## src/rtl/proc_states_control_if.sv

```systemverilog
// Handshake and status bundle between the proc_states control FSM and its datapath.
// PROC_STATES_CTRL_SINGLE_STEP_EN adds the step_mode/step inputs.
interface proc_states_control_if #(
    parameter int RETIRE_W  = 16,
    parameter int ILLEGAL_W = 8
);
    logic [15:0]          instr_in;
    logic                 cond_zero;
    logic                 imem_ready;
    logic                 dmem_ready;
    logic [4:0]           operation;
    logic [2:0]           state;
    logic                 halted;
    logic                 retire_pulse;
    logic [RETIRE_W-1:0]  retire_count;
    logic [ILLEGAL_W-1:0] illegal_count;
`ifdef PROC_STATES_CTRL_SINGLE_STEP_EN
    logic                 step_mode;
    logic                 step;

    modport master (
        input  instr_in, cond_zero, imem_ready, dmem_ready, step_mode, step,
        output operation, state, halted, retire_pulse, retire_count, illegal_count
    );
    modport slave (
        output instr_in, cond_zero, imem_ready, dmem_ready, step_mode, step,
        input  operation, state, halted, retire_pulse, retire_count, illegal_count
    );
`else
    modport master (
        input  instr_in, cond_zero, imem_ready, dmem_ready,
        output operation, state, halted, retire_pulse, retire_count, illegal_count
    );
    modport slave (
        output instr_in, cond_zero, imem_ready, dmem_ready,
        input  operation, state, halted, retire_pulse, retire_count, illegal_count
    );
`endif
endinterface

```

## src/rtl/proc_states_control.sv

```systemverilog
// Multicycle Fetch/Decode/Execute/Memory/Writeback control FSM for proc_states.
// Optional single-step support is compiled in with PROC_STATES_CTRL_SINGLE_STEP_EN.
module proc_states_control #(
    parameter int RETIRE_W  = 16,
    parameter int ILLEGAL_W = 8
) (
    input  logic                  clk,
    input  logic                  rst,
    proc_states_control_if.master bus
);

    typedef enum logic [2:0] {
        FETCH     = 3'd0,
        DECODE    = 3'd1,
        EXECUTE   = 3'd2,
        MEMORY    = 3'd3,
        WRITEBACK = 3'd4,
`ifdef PROC_STATES_CTRL_SINGLE_STEP_EN
        HALT      = 3'd5,
        STEP_WAIT = 3'd6
`else
        HALT      = 3'd5
`endif
    } state_e;

    // Numeric values match the datapath's proc_states_operations_t suffixes.
    typedef enum logic [4:0] {
        OP_IDLE        = 5'd0,
        OP_FETCH       = 5'd1,
        OP_BR_TAKEN    = 5'd2,
        OP_DECODE_ONLY = 5'd3,
        OP_JMP         = 5'd4,
        OP_DECODE      = 5'd5,
        OP_EX_STORE    = 5'd6,
        OP_EX_ADD      = 5'd7,
        OP_EX_OR       = 5'd8,
        OP_EX_ADDI     = 5'd10,
        OP_EX_ORI      = 5'd11,
        OP_EX_LOAD     = 5'd12,
        OP_MEM_LOAD    = 5'd14,
        OP_MEM_ACCESS  = 5'd15,
        OP_WB_LOAD     = 5'd16,
        OP_WB_RR       = 5'd17,
        OP_WB_RI       = 5'd18,
        OP_WB_STORE    = 5'd19
    } op_e;

    localparam logic [3:0] OPC_NOP   = 4'h0;
    localparam logic [3:0] OPC_ADD   = 4'h1;
    localparam logic [3:0] OPC_OR    = 4'h2;
    localparam logic [3:0] OPC_ADDI  = 4'h3;
    localparam logic [3:0] OPC_ORI   = 4'h4;
    localparam logic [3:0] OPC_LOAD  = 4'h5;
    localparam logic [3:0] OPC_STORE = 4'h6;
    localparam logic [3:0] OPC_BR    = 4'h7;
    localparam logic [3:0] OPC_JMP   = 4'h8;
    localparam logic [3:0] OPC_HALT  = 4'hF;

    state_e               state_q, state_d;
    logic                 halted_q, halted_d;
    logic [RETIRE_W-1:0]  retire_count_q, retire_count_d;
    logic [ILLEGAL_W-1:0] illegal_count_q, illegal_count_d;

    op_e        op;
    logic       retire;
    logic       illegal;
    state_e     retire_dest;
    logic [3:0] opc;

    assign opc = bus.instr_in[15:12];

`ifdef PROC_STATES_CTRL_SINGLE_STEP_EN
    assign retire_dest = bus.step_mode ? STEP_WAIT : FETCH;
`else
    assign retire_dest = FETCH;
`endif

    always_comb begin
        state_d = state_q;
        op      = OP_IDLE;
        retire  = 1'b0;
        illegal = 1'b0;

        unique case (state_q)
            FETCH: begin
                if (bus.imem_ready) begin
                    op      = OP_FETCH;
                    state_d = DECODE;
                end
            end

            DECODE: begin
                case (opc)
                    OPC_ADD, OPC_OR, OPC_ADDI, OPC_ORI, OPC_LOAD, OPC_STORE: begin
                        op      = OP_DECODE;
                        state_d = EXECUTE;
                    end
                    OPC_BR: begin
                        op      = bus.cond_zero ? OP_BR_TAKEN : OP_DECODE_ONLY;
                        retire  = 1'b1;
                        state_d = retire_dest;
                    end
                    OPC_JMP: begin
                        op      = OP_JMP;
                        retire  = 1'b1;
                        state_d = retire_dest;
                    end
                    OPC_NOP: begin
                        op      = OP_DECODE_ONLY;
                        retire  = 1'b1;
                        state_d = retire_dest;
                    end
                    OPC_HALT: begin
                        op      = OP_IDLE;
                        retire  = 1'b1;
                        state_d = HALT;
                    end
                    default: begin
                        op      = OP_DECODE_ONLY;
                        illegal = 1'b1;
                        retire  = 1'b1;
                        state_d = retire_dest;
                    end
                endcase
            end

            // instr_in is held by the datapath until the next fetch, so re-decoding is safe.
            EXECUTE: begin
                state_d = MEMORY;
                case (opc)
                    OPC_ADD:   op = OP_EX_ADD;
                    OPC_OR:    op = OP_EX_OR;
                    OPC_ADDI:  op = OP_EX_ADDI;
                    OPC_ORI:   op = OP_EX_ORI;
                    OPC_LOAD:  op = OP_EX_LOAD;
                    OPC_STORE: op = OP_EX_STORE;
                    default:   op = OP_IDLE;
                endcase
            end

            MEMORY: begin
                case (opc)
                    OPC_LOAD: begin
                        if (bus.dmem_ready) begin
                            op      = OP_MEM_LOAD;
                            state_d = WRITEBACK;
                        end
                    end
                    OPC_STORE: begin
                        if (bus.dmem_ready) begin
                            op      = OP_MEM_ACCESS;
                            state_d = WRITEBACK;
                        end
                    end
                    OPC_ADD, OPC_OR, OPC_ADDI, OPC_ORI: begin
                        op      = OP_MEM_ACCESS;
                        state_d = WRITEBACK;
                    end
                    default: state_d = FETCH;
                endcase
            end

            WRITEBACK: begin
                retire  = 1'b1;
                state_d = retire_dest;
                case (opc)
                    OPC_LOAD:          op = OP_WB_LOAD;
                    OPC_ADD, OPC_OR:   op = OP_WB_RR;
                    OPC_ADDI, OPC_ORI: op = OP_WB_RI;
                    OPC_STORE:         op = OP_WB_STORE;
                    default:           op = OP_IDLE;
                endcase
            end

            HALT: state_d = HALT;

`ifdef PROC_STATES_CTRL_SINGLE_STEP_EN
            STEP_WAIT: begin
                if (bus.step) begin
                    state_d = FETCH;
                end
            end
`endif

            default: state_d = FETCH;
        endcase

        // Reset abandons any in-flight instruction and blocks datapath updates.
        if (rst) begin
            state_d = FETCH;
            op      = OP_IDLE;
            retire  = 1'b0;
            illegal = 1'b0;
        end
    end

    always_comb begin
        halted_d        = (state_d == HALT);
        retire_count_d  = retire_count_q + RETIRE_W'(retire);
        illegal_count_d = illegal_count_q;
        if (illegal && (illegal_count_q != {ILLEGAL_W{1'b1}})) begin
            illegal_count_d = illegal_count_q + ILLEGAL_W'(1);
        end
    end

    always_ff @(posedge clk) begin
        if (rst) begin
            state_q         <= FETCH;
            halted_q        <= 1'b0;
            retire_count_q  <= '0;
            illegal_count_q <= '0;
        end else begin
            state_q         <= state_d;
            halted_q        <= halted_d;
            retire_count_q  <= retire_count_d;
            illegal_count_q <= illegal_count_d;
        end
    end

    assign bus.operation     = op;
    assign bus.retire_pulse  = retire;
    assign bus.state         = state_q;
    assign bus.halted        = halted_q;
    assign bus.retire_count  = retire_count_q;
    assign bus.illegal_count = illegal_count_q;

endmodule
```

## src/flat_wrapper.sv

```systemverilog
// flat-port wrapper written by rule: the top's interface ports become plain ports
module proc_states_control_flat 
#(
    parameter int RETIRE_W  = 16,
    parameter int ILLEGAL_W = 8
)
  (clk, rst, bus_instr_in, bus_cond_zero, bus_imem_ready, bus_dmem_ready, bus_operation, bus_state, bus_halted, bus_retire_pulse, bus_retire_count, bus_illegal_count);
  proc_states_control_if #(.RETIRE_W(RETIRE_W), .ILLEGAL_W(ILLEGAL_W)) bus_i ();
  input  logic clk;
  input  logic rst;
  input wire logic [$bits(bus_i.instr_in)-1:0] bus_instr_in;
  input wire logic [$bits(bus_i.cond_zero)-1:0] bus_cond_zero;
  input wire logic [$bits(bus_i.imem_ready)-1:0] bus_imem_ready;
  input wire logic [$bits(bus_i.dmem_ready)-1:0] bus_dmem_ready;
  output wire logic [$bits(bus_i.operation)-1:0] bus_operation;
  output wire logic [$bits(bus_i.state)-1:0] bus_state;
  output wire logic [$bits(bus_i.halted)-1:0] bus_halted;
  output wire logic [$bits(bus_i.retire_pulse)-1:0] bus_retire_pulse;
  output wire logic [$bits(bus_i.retire_count)-1:0] bus_retire_count;
  output wire logic [$bits(bus_i.illegal_count)-1:0] bus_illegal_count;
  assign bus_i.instr_in = bus_instr_in;
  assign bus_i.cond_zero = bus_cond_zero;
  assign bus_i.imem_ready = bus_imem_ready;
  assign bus_i.dmem_ready = bus_dmem_ready;
  assign bus_operation = bus_i.operation;
  assign bus_state = bus_i.state;
  assign bus_halted = bus_i.halted;
  assign bus_retire_pulse = bus_i.retire_pulse;
  assign bus_retire_count = bus_i.retire_count;
  assign bus_illegal_count = bus_i.illegal_count;
  proc_states_control #(.RETIRE_W(RETIRE_W), .ILLEGAL_W(ILLEGAL_W)) u_core (.clk(clk), .rst(rst), .bus(bus_i));
endmodule
```

## config.mk

```make
export PLATFORM = sky130hd
export DESIGN_NAME = proc_states_control_flat
export DESIGN_NICKNAME = d
export VERILOG_FILES = /design/src/rtl/proc_states_control_if.sv /design/src/rtl/proc_states_control.sv /design/src/flat_wrapper.sv
export SDC_FILE = /design/constraint.sdc
export NUM_CORES = 1
export LEC_CHECK = 0
export ABC_AREA = 1
export CAP_MARGIN = 20
export CORE_MARGIN = 5
export CORE_UTILIZATION = 49
export DETAILED_ROUTE_END_ITERATION = 10
export GPL_TIMING_DRIVEN = 1
export PLACE_DENSITY_LB_ADDON = 0.15
export SYNTH_ARGS = -nofsm -noshare
export SYNTH_HDL_FRONTEND = slang
export SYNTH_SLANG_ARGS = --single-unit
```

## constraint.sdc

```tcl
create_clock -name clk -period 3.33 [get_ports clk]
set_input_delay 0.8325 -clock clk [delete_from_list [all_inputs] [get_ports clk]]
set_output_delay 0.8325 -clock clk [all_outputs]
set_load 0.1 [all_outputs]
```

# Yosys cells after proc, flatten, opt, wreduce, memory -nomap -nowiden

Cells that the tools add are included.

Register bits after elaboration: 28
Word-level logic and storage cells: 53

Add/sub/neg operators: 2
Equality and inequality tests: 16
Mux-type cells: 22
Reduce and logical (&&, ||, !) cells: 9

Operators with widths:

| kind                  | count |
|---|---|
| $pmux W5 S4           | 2 |
| $pmux W5 S5           | 1 |
| $pmux W4 S6           | 1 |
| $add A16 B1 Y16       | 1 |
| $eq A4 B3 Y1 const B  | 4 |
| $pmux W3 S5           | 1 |
| $pmux W5 S3           | 1 |
| $pmux W3 S2           | 2 |
| $reduce_or A10 Y1     | 1 |
| $eq A3 B3 Y1 const B  | 3 |
| $mux W3               | 3 |
| $add A8 B1 Y8 const B | 1 |
| $eq A4 B2 Y1 const B  | 2 |
| $eq A4 B4 Y1 const B  | 2 |
| $mux W4               | 2 |
| $ne A8 B8 Y1 const B  | 1 |
| $mux W1               | 7 |
| $eq A3 B2 Y1 const B  | 2 |
| $reduce_or A2 Y1      | 3 |
| $reduce_or A6 Y1      | 1 |
| $mux W5               | 1 |
| $eq A4 B1 Y1 const B  | 1 |
| $logic_not A4 Y1      | 1 |
| $reduce_or A4 Y1      | 1 |
| 4 further kinds       | 4 |

# Logic depth before layout (Yosys ltp)

Word-level depth: 6
Depth in mapped cells: 16

# Worst setup path after synthesis

OpenSTA, ideal clock, no wires.

Path type: flip-flop to flip-flop
From: register u_core.state_q[2], in the netlist u_core.bus.state[2]
To: register u_core.retire_count_q[10], in the netlist u_core.bus.retire_count[10]
Library setup time: 0.123 ns
Arrival: 4.360 ns
Data required time: 3.207 ns
Path slack: -1.153 ns
Stages on the path, launching flop included: 14
Period minus slack after synthesis: 4.483 ns
Path through: dfxtp_1 -> inv_1 -> nor3_1 -> inv_1 -> a21oi_1 -> ha_1 -> ha_1 -> nand2_1 -> nor2_1 -> nand2_1 -> inv_1 -> nand3_1 -> o21ai_0 -> a21oi_1

Word-level cells in the longest chain between the ends: 4

RTL lines:

| what                                                | line                       | text |
|---|---|---|
| start: declaration                                  | proc_states_control.sv:59  | `state_e state_q, state_d;` |
| start signal: assignment                            | proc_states_control.sv:213 | `state_q <= state_d;` |
| $eq A3 B3 Y1 / $eq A3 B1 Y1 (equally long branches) | proc_states_control.sv:84  | `unique case (state_q)` |
| $pmux W1 S2 *                                       | proc_states_control.sv:84  |  |
| $mux W1 *                                           | proc_states_control.sv:189 | `if (rst) begin` |
| via bus_retire_pulse                                | flat_wrapper.sv:18         | `output wire logic [$bits(bus_i.retire_pulse)-1:0] bus_retire_pulse;` |
| $add A16 B1 Y16 *                                   | proc_states_control.sv:199 | `retire_count_d = retire_count_q + RETIRE_W'(retire);` |
| end signal: assignment                              | proc_states_control.sv:215 | `retire_count_q <= retire_count_d;` |
| end: declaration                                    | proc_states_control.sv:61  | `logic [RETIRE_W-1:0] retire_count_q, retire_count_d;` |

Mark *: on every way through the listed nets, which the timed path passes. The rest lies on a longest branch.
A chain may end at the register's enable or synchronous reset.

# Worst setup path after layout

From: input bus_instr_in[13]
To: output bus_operation[1]

Word-level cells in the longest chain between the ends: 5

RTL lines:

| what                                     | line                       | text |
|---|---|---|
| start: declaration                       | flat_wrapper.sv:11         | `input wire logic [$bits(bus_i.instr_in)-1:0] bus_instr_in;` |
| $eq A4 B3 Y1 (tied with other cells)     | -                          |  |
| $reduce_or A6 Y1 (tied with other cells) | proc_states_control.sv:93  | `case (opc)` |
| $pmux W5 S4 (tied with other cells)      | proc_states_control.sv:93  |  |
| $pmux W5 S5 *                            | proc_states_control.sv:84  |  |
| $mux W5 *                                | proc_states_control.sv:189 |  |
| end: declaration                         | flat_wrapper.sv:15         | `output wire logic [$bits(bus_i.operation)-1:0] bus_operation;` |

Mark *: on every way between the ends. The rest lies on a longest branch, timed or not.

==> impl_metrics.json <==
{
  "fillCellCount": 311,
  "critPathTopFamily": "buffers and inverters",
  "syn_area_um2": 1698,
  "diodes": 0,
  "synth.area.top_cells": "dfxtp_1 33%, nand2_1 16%, nor2_1 9.1%",
  "power_uw": 634.6,
  "cp-end-kind": "primary output",
  "placedCellCount": 371,
  "skew_ns": 0.006267,
  "fin_crit_ns": 3.222,
  "finalHoldViolCount": 0,
  "setup_violations": 0,
  "peakVddDrop_v": 0.0001728,
  "grt-ovfl-total": 0,
  "synth-main-ff-cell": "dfxtp_1",
  "layout-drive-gt1-share_pct": 23.78,
  "h-tree-depth": 1,
  "antenna_found_initial": 0,
  "yosysTopAreaCellShare_pct": 33.01,
  "cts_buffers": 3,
  "synthToLayoutAreaGrowth_pct": 40.09,
  "post-route-cell-area_um2": 2379,
  "synth_edf_count": 0,
  "ant_nets": 0,
  "timing.critical_path.mode_cell": "nor2_1",
  "num_rows": 21,
  "die_w_um": 68.87,
  "fin_cells": 374,
  "drv_slew": 0,
  "crit_fanout": 5,
  "insertion_delay_ns": 0.32,
  "synth_area_leader_cell": "dfxtp_1",
  "clk_pin_slew_worst_paths_ns": 0.14,
  "post-place-ws_ns": -0.01646,
  "port_buffers": 42,
  "period_share_pct": 96.76,
  "hold_class": "reg -> reg",
  "yosys_register_bits": 28,
  "io_pins": 55,
  "layout.nets": 354,
  "first_global_vias": 1698,
  "drc_errors": 0,
  "power.density_nw_per_um2": 266.8,
  "dr.pass1.iters": 4,
  "max_cap_violations": 0,
  "dr.max_layer_used": "met4",
  "drt-met1-wl_mm": 1.769,
  "wl_met3_um": 209,
  "drt_iter0_drc": 65,
  "via_per_inst": 5.043,
  "num_vias": 1886,
  "syn_nets": 294,
  "slew_headroom_pct": 64.05,
  "avgSynthCellArea_um2": 6.288,
  "synth_most_common_cell": "nand2_1",
  "crit_chain": "clkdlybuf4s50_1, nor2_2, nor2_1, nor2_1, nand2_1, a21oi_1, buf_4, a21oi_4, buf_12",
  "tritoncts": "yes",
  "path_buf_inv": 3,
  "leakagePower_uw": 0.001072,
  "slowest_delay_ns": 0.47,
  "crit_type": "in -> out",
  "yosysSeqAreaShare_pct": 33.01,
  "grt_use_total_pct": 18.52,
  "cts_buffer_depth": 2,
  "routed_wl_mm": 4.104,
  "die_area_um2": 4742,
  "hpwl_mm": 3.365,
  "max_freq_mhz": 310.4,
  "yosys.cell_types.count": 26,
  "wl_per_cell_um": 10.97,
  "place_congestion": 0.8952,
  "startpoint_type": "input port",
  "status": "complete, no violations",
  "worstMarginPinSlew_ns": 0.5375,
  "grt_max_degree": 15,
  "post_cts.repair.setup_buffers": 0,
  "die_y_um": 68.87,
  "syn_inst": 270,
  "ys_async_sr_fraction_pct": 0,
  "place_area_um2": 2331,
  "required_ns": 2.50,
  "wl_met2_mm": 2.059,
  "root_buffer": "clkbuf_4",
  "cts.sinks": 28,
  "rsz0062_at_grt": "false",
  "setup_ws_ns": 0.1078,
  "core-area_um2": 3337,
  "grt_pass1_wl_mm": 6.796,
  "arrival_ns": 2.39,
  "crit_slowest_cell": "clkdlybuf4s50_1",
  "cts_hold_buf": 0,
  "final_util_pct": 71.28,
  "yosysWarningCount": 0,
  "start_util_pct": 50.88,
  "synthTopCellsByCount": "74 x nand2_1, 41 x nor2_1, 32 x inv_1, 28 x dfxtp_1, 25 x nand3_1"
}
-- cells in the final DEF, fill, tap and decap left out --
master / instances
nand2_1: 69
buf_4: 44
nor2_1: 38
inv_1: 31
dfxtp_1: 27
nand3_1: 25
a21oi_1: 20
o21ai_0: 7
nand2_2: 6
buf_12: 6
clkdlybuf4s50_1: 5
nand4_1: 4
nor2_2: 4
nor3_1: 4
xor2_1: 4
nor2_4: 3
a21oi_4: 3
nand3b_1: 3
nand3_2: 3
ha_1: 3
clkbuf_4: 3
dlymetal6s2s_1: 3
or2_0: 2
xnor2_1: 2
inv_2: 1
o211ai_1: 1
a31oi_4: 1
o21ai_1: 1
nor3_2: 1
o21ai_2: 1
nand2_4: 1
o21a_1: 1
dfxtp_2: 1
-- where the power goes --
part	switching, uW	total (uW)	internal (uW)	leakage (uW)
logic	105	159	54.0	0.000832
registers	3.64	342	338	0.000226
clock network	91.2	134	42.3	0.0000138
-- state kept, by name (all words and copies together) (netlist names) --
signal / cells
u_core.bus.halted: 1
u_core.bus.state: 3
u_core.bus.illegal_count: 8
u_core.bus.retire_count: 16
-- worst paths after layout --
check,startpoint,endpoint,slack [ns],cells past startpoint
worst max-delay path,bus_instr_in[13],bus_operation[1],0.11,9
worst min-delay path,u_core.bus.retire_count[14]$_SDFF_PP0_,u_core.bus.retire_count[14]$_SDFF_PP0_,0.50,2
worst max register to register,u_core.bus.state[2]$_SDFF_PP0_,u_core.bus.retire_count[11]$_SDFF_PP0_,1.00,12
worst min register to register,u_core.bus.retire_count[14]$_SDFF_PP0_,u_core.bus.retire_count[14]$_SDFF_PP0_,0.50,2
-- cells by family (layout without fill, tap and decap cells) --
kind of cell,Yosys count,after routing,synth area share (%)
AOI/OAI and AO/OA,35,35,10.91
xor gates and xnor gates,6,6,3.095
adders and majority gates,3,3,2.211
buffers and inverters,35,93,7.811
DFF,28,28,33.01
and+or+nand+nor,163,163,42.96
-- layer usage --
metal  vias to the layer above  GRT usage (%)
li1                        988              -
met1                       848          21.53
met2                        44          34.17
met3                         6          3.079
met4                         0          5.839
met5                         -              0
-- cell type report --
class	count	area, um^2	area share (%)
Multi-Input combinational cell	207	1079	45.34
Tap cell	46	57.56	2.420
Timing Repair Buffer	58	538.0	22.62
Inverter	32	120.1	5.050
Clock buffer	3	22.52	0.9469
Sequential cell	28	561.8	23.62
-- timing repair --
item | CTS | global route
resized for setup | 2 | 10
endpoints found under the setup margin | 2 | 5
pin swaps | 0 | 1
-- worst min-delay path, stage by stage (launching register included) --
cell     delay (ns)
dfxtp_1        0.36
nand2_1        0.07
a21oi_1        0.05
-- through the flow --
| stage | hold slack, ns | setup TNS, ns |
|---|---|---|
| after floorplan | 0.9094 | -0.003124 |
| after global placement | 0.4695 | -0.008713 |
| after detailed placement | 0.4839 | -0.02073 |
| after CTS | 0.5066 | 0 |
| after global routing | 0.5331 | 0 |
| final | 0.5048 | 0 |
Note: power is estimated with default switching activity, not from simulation.
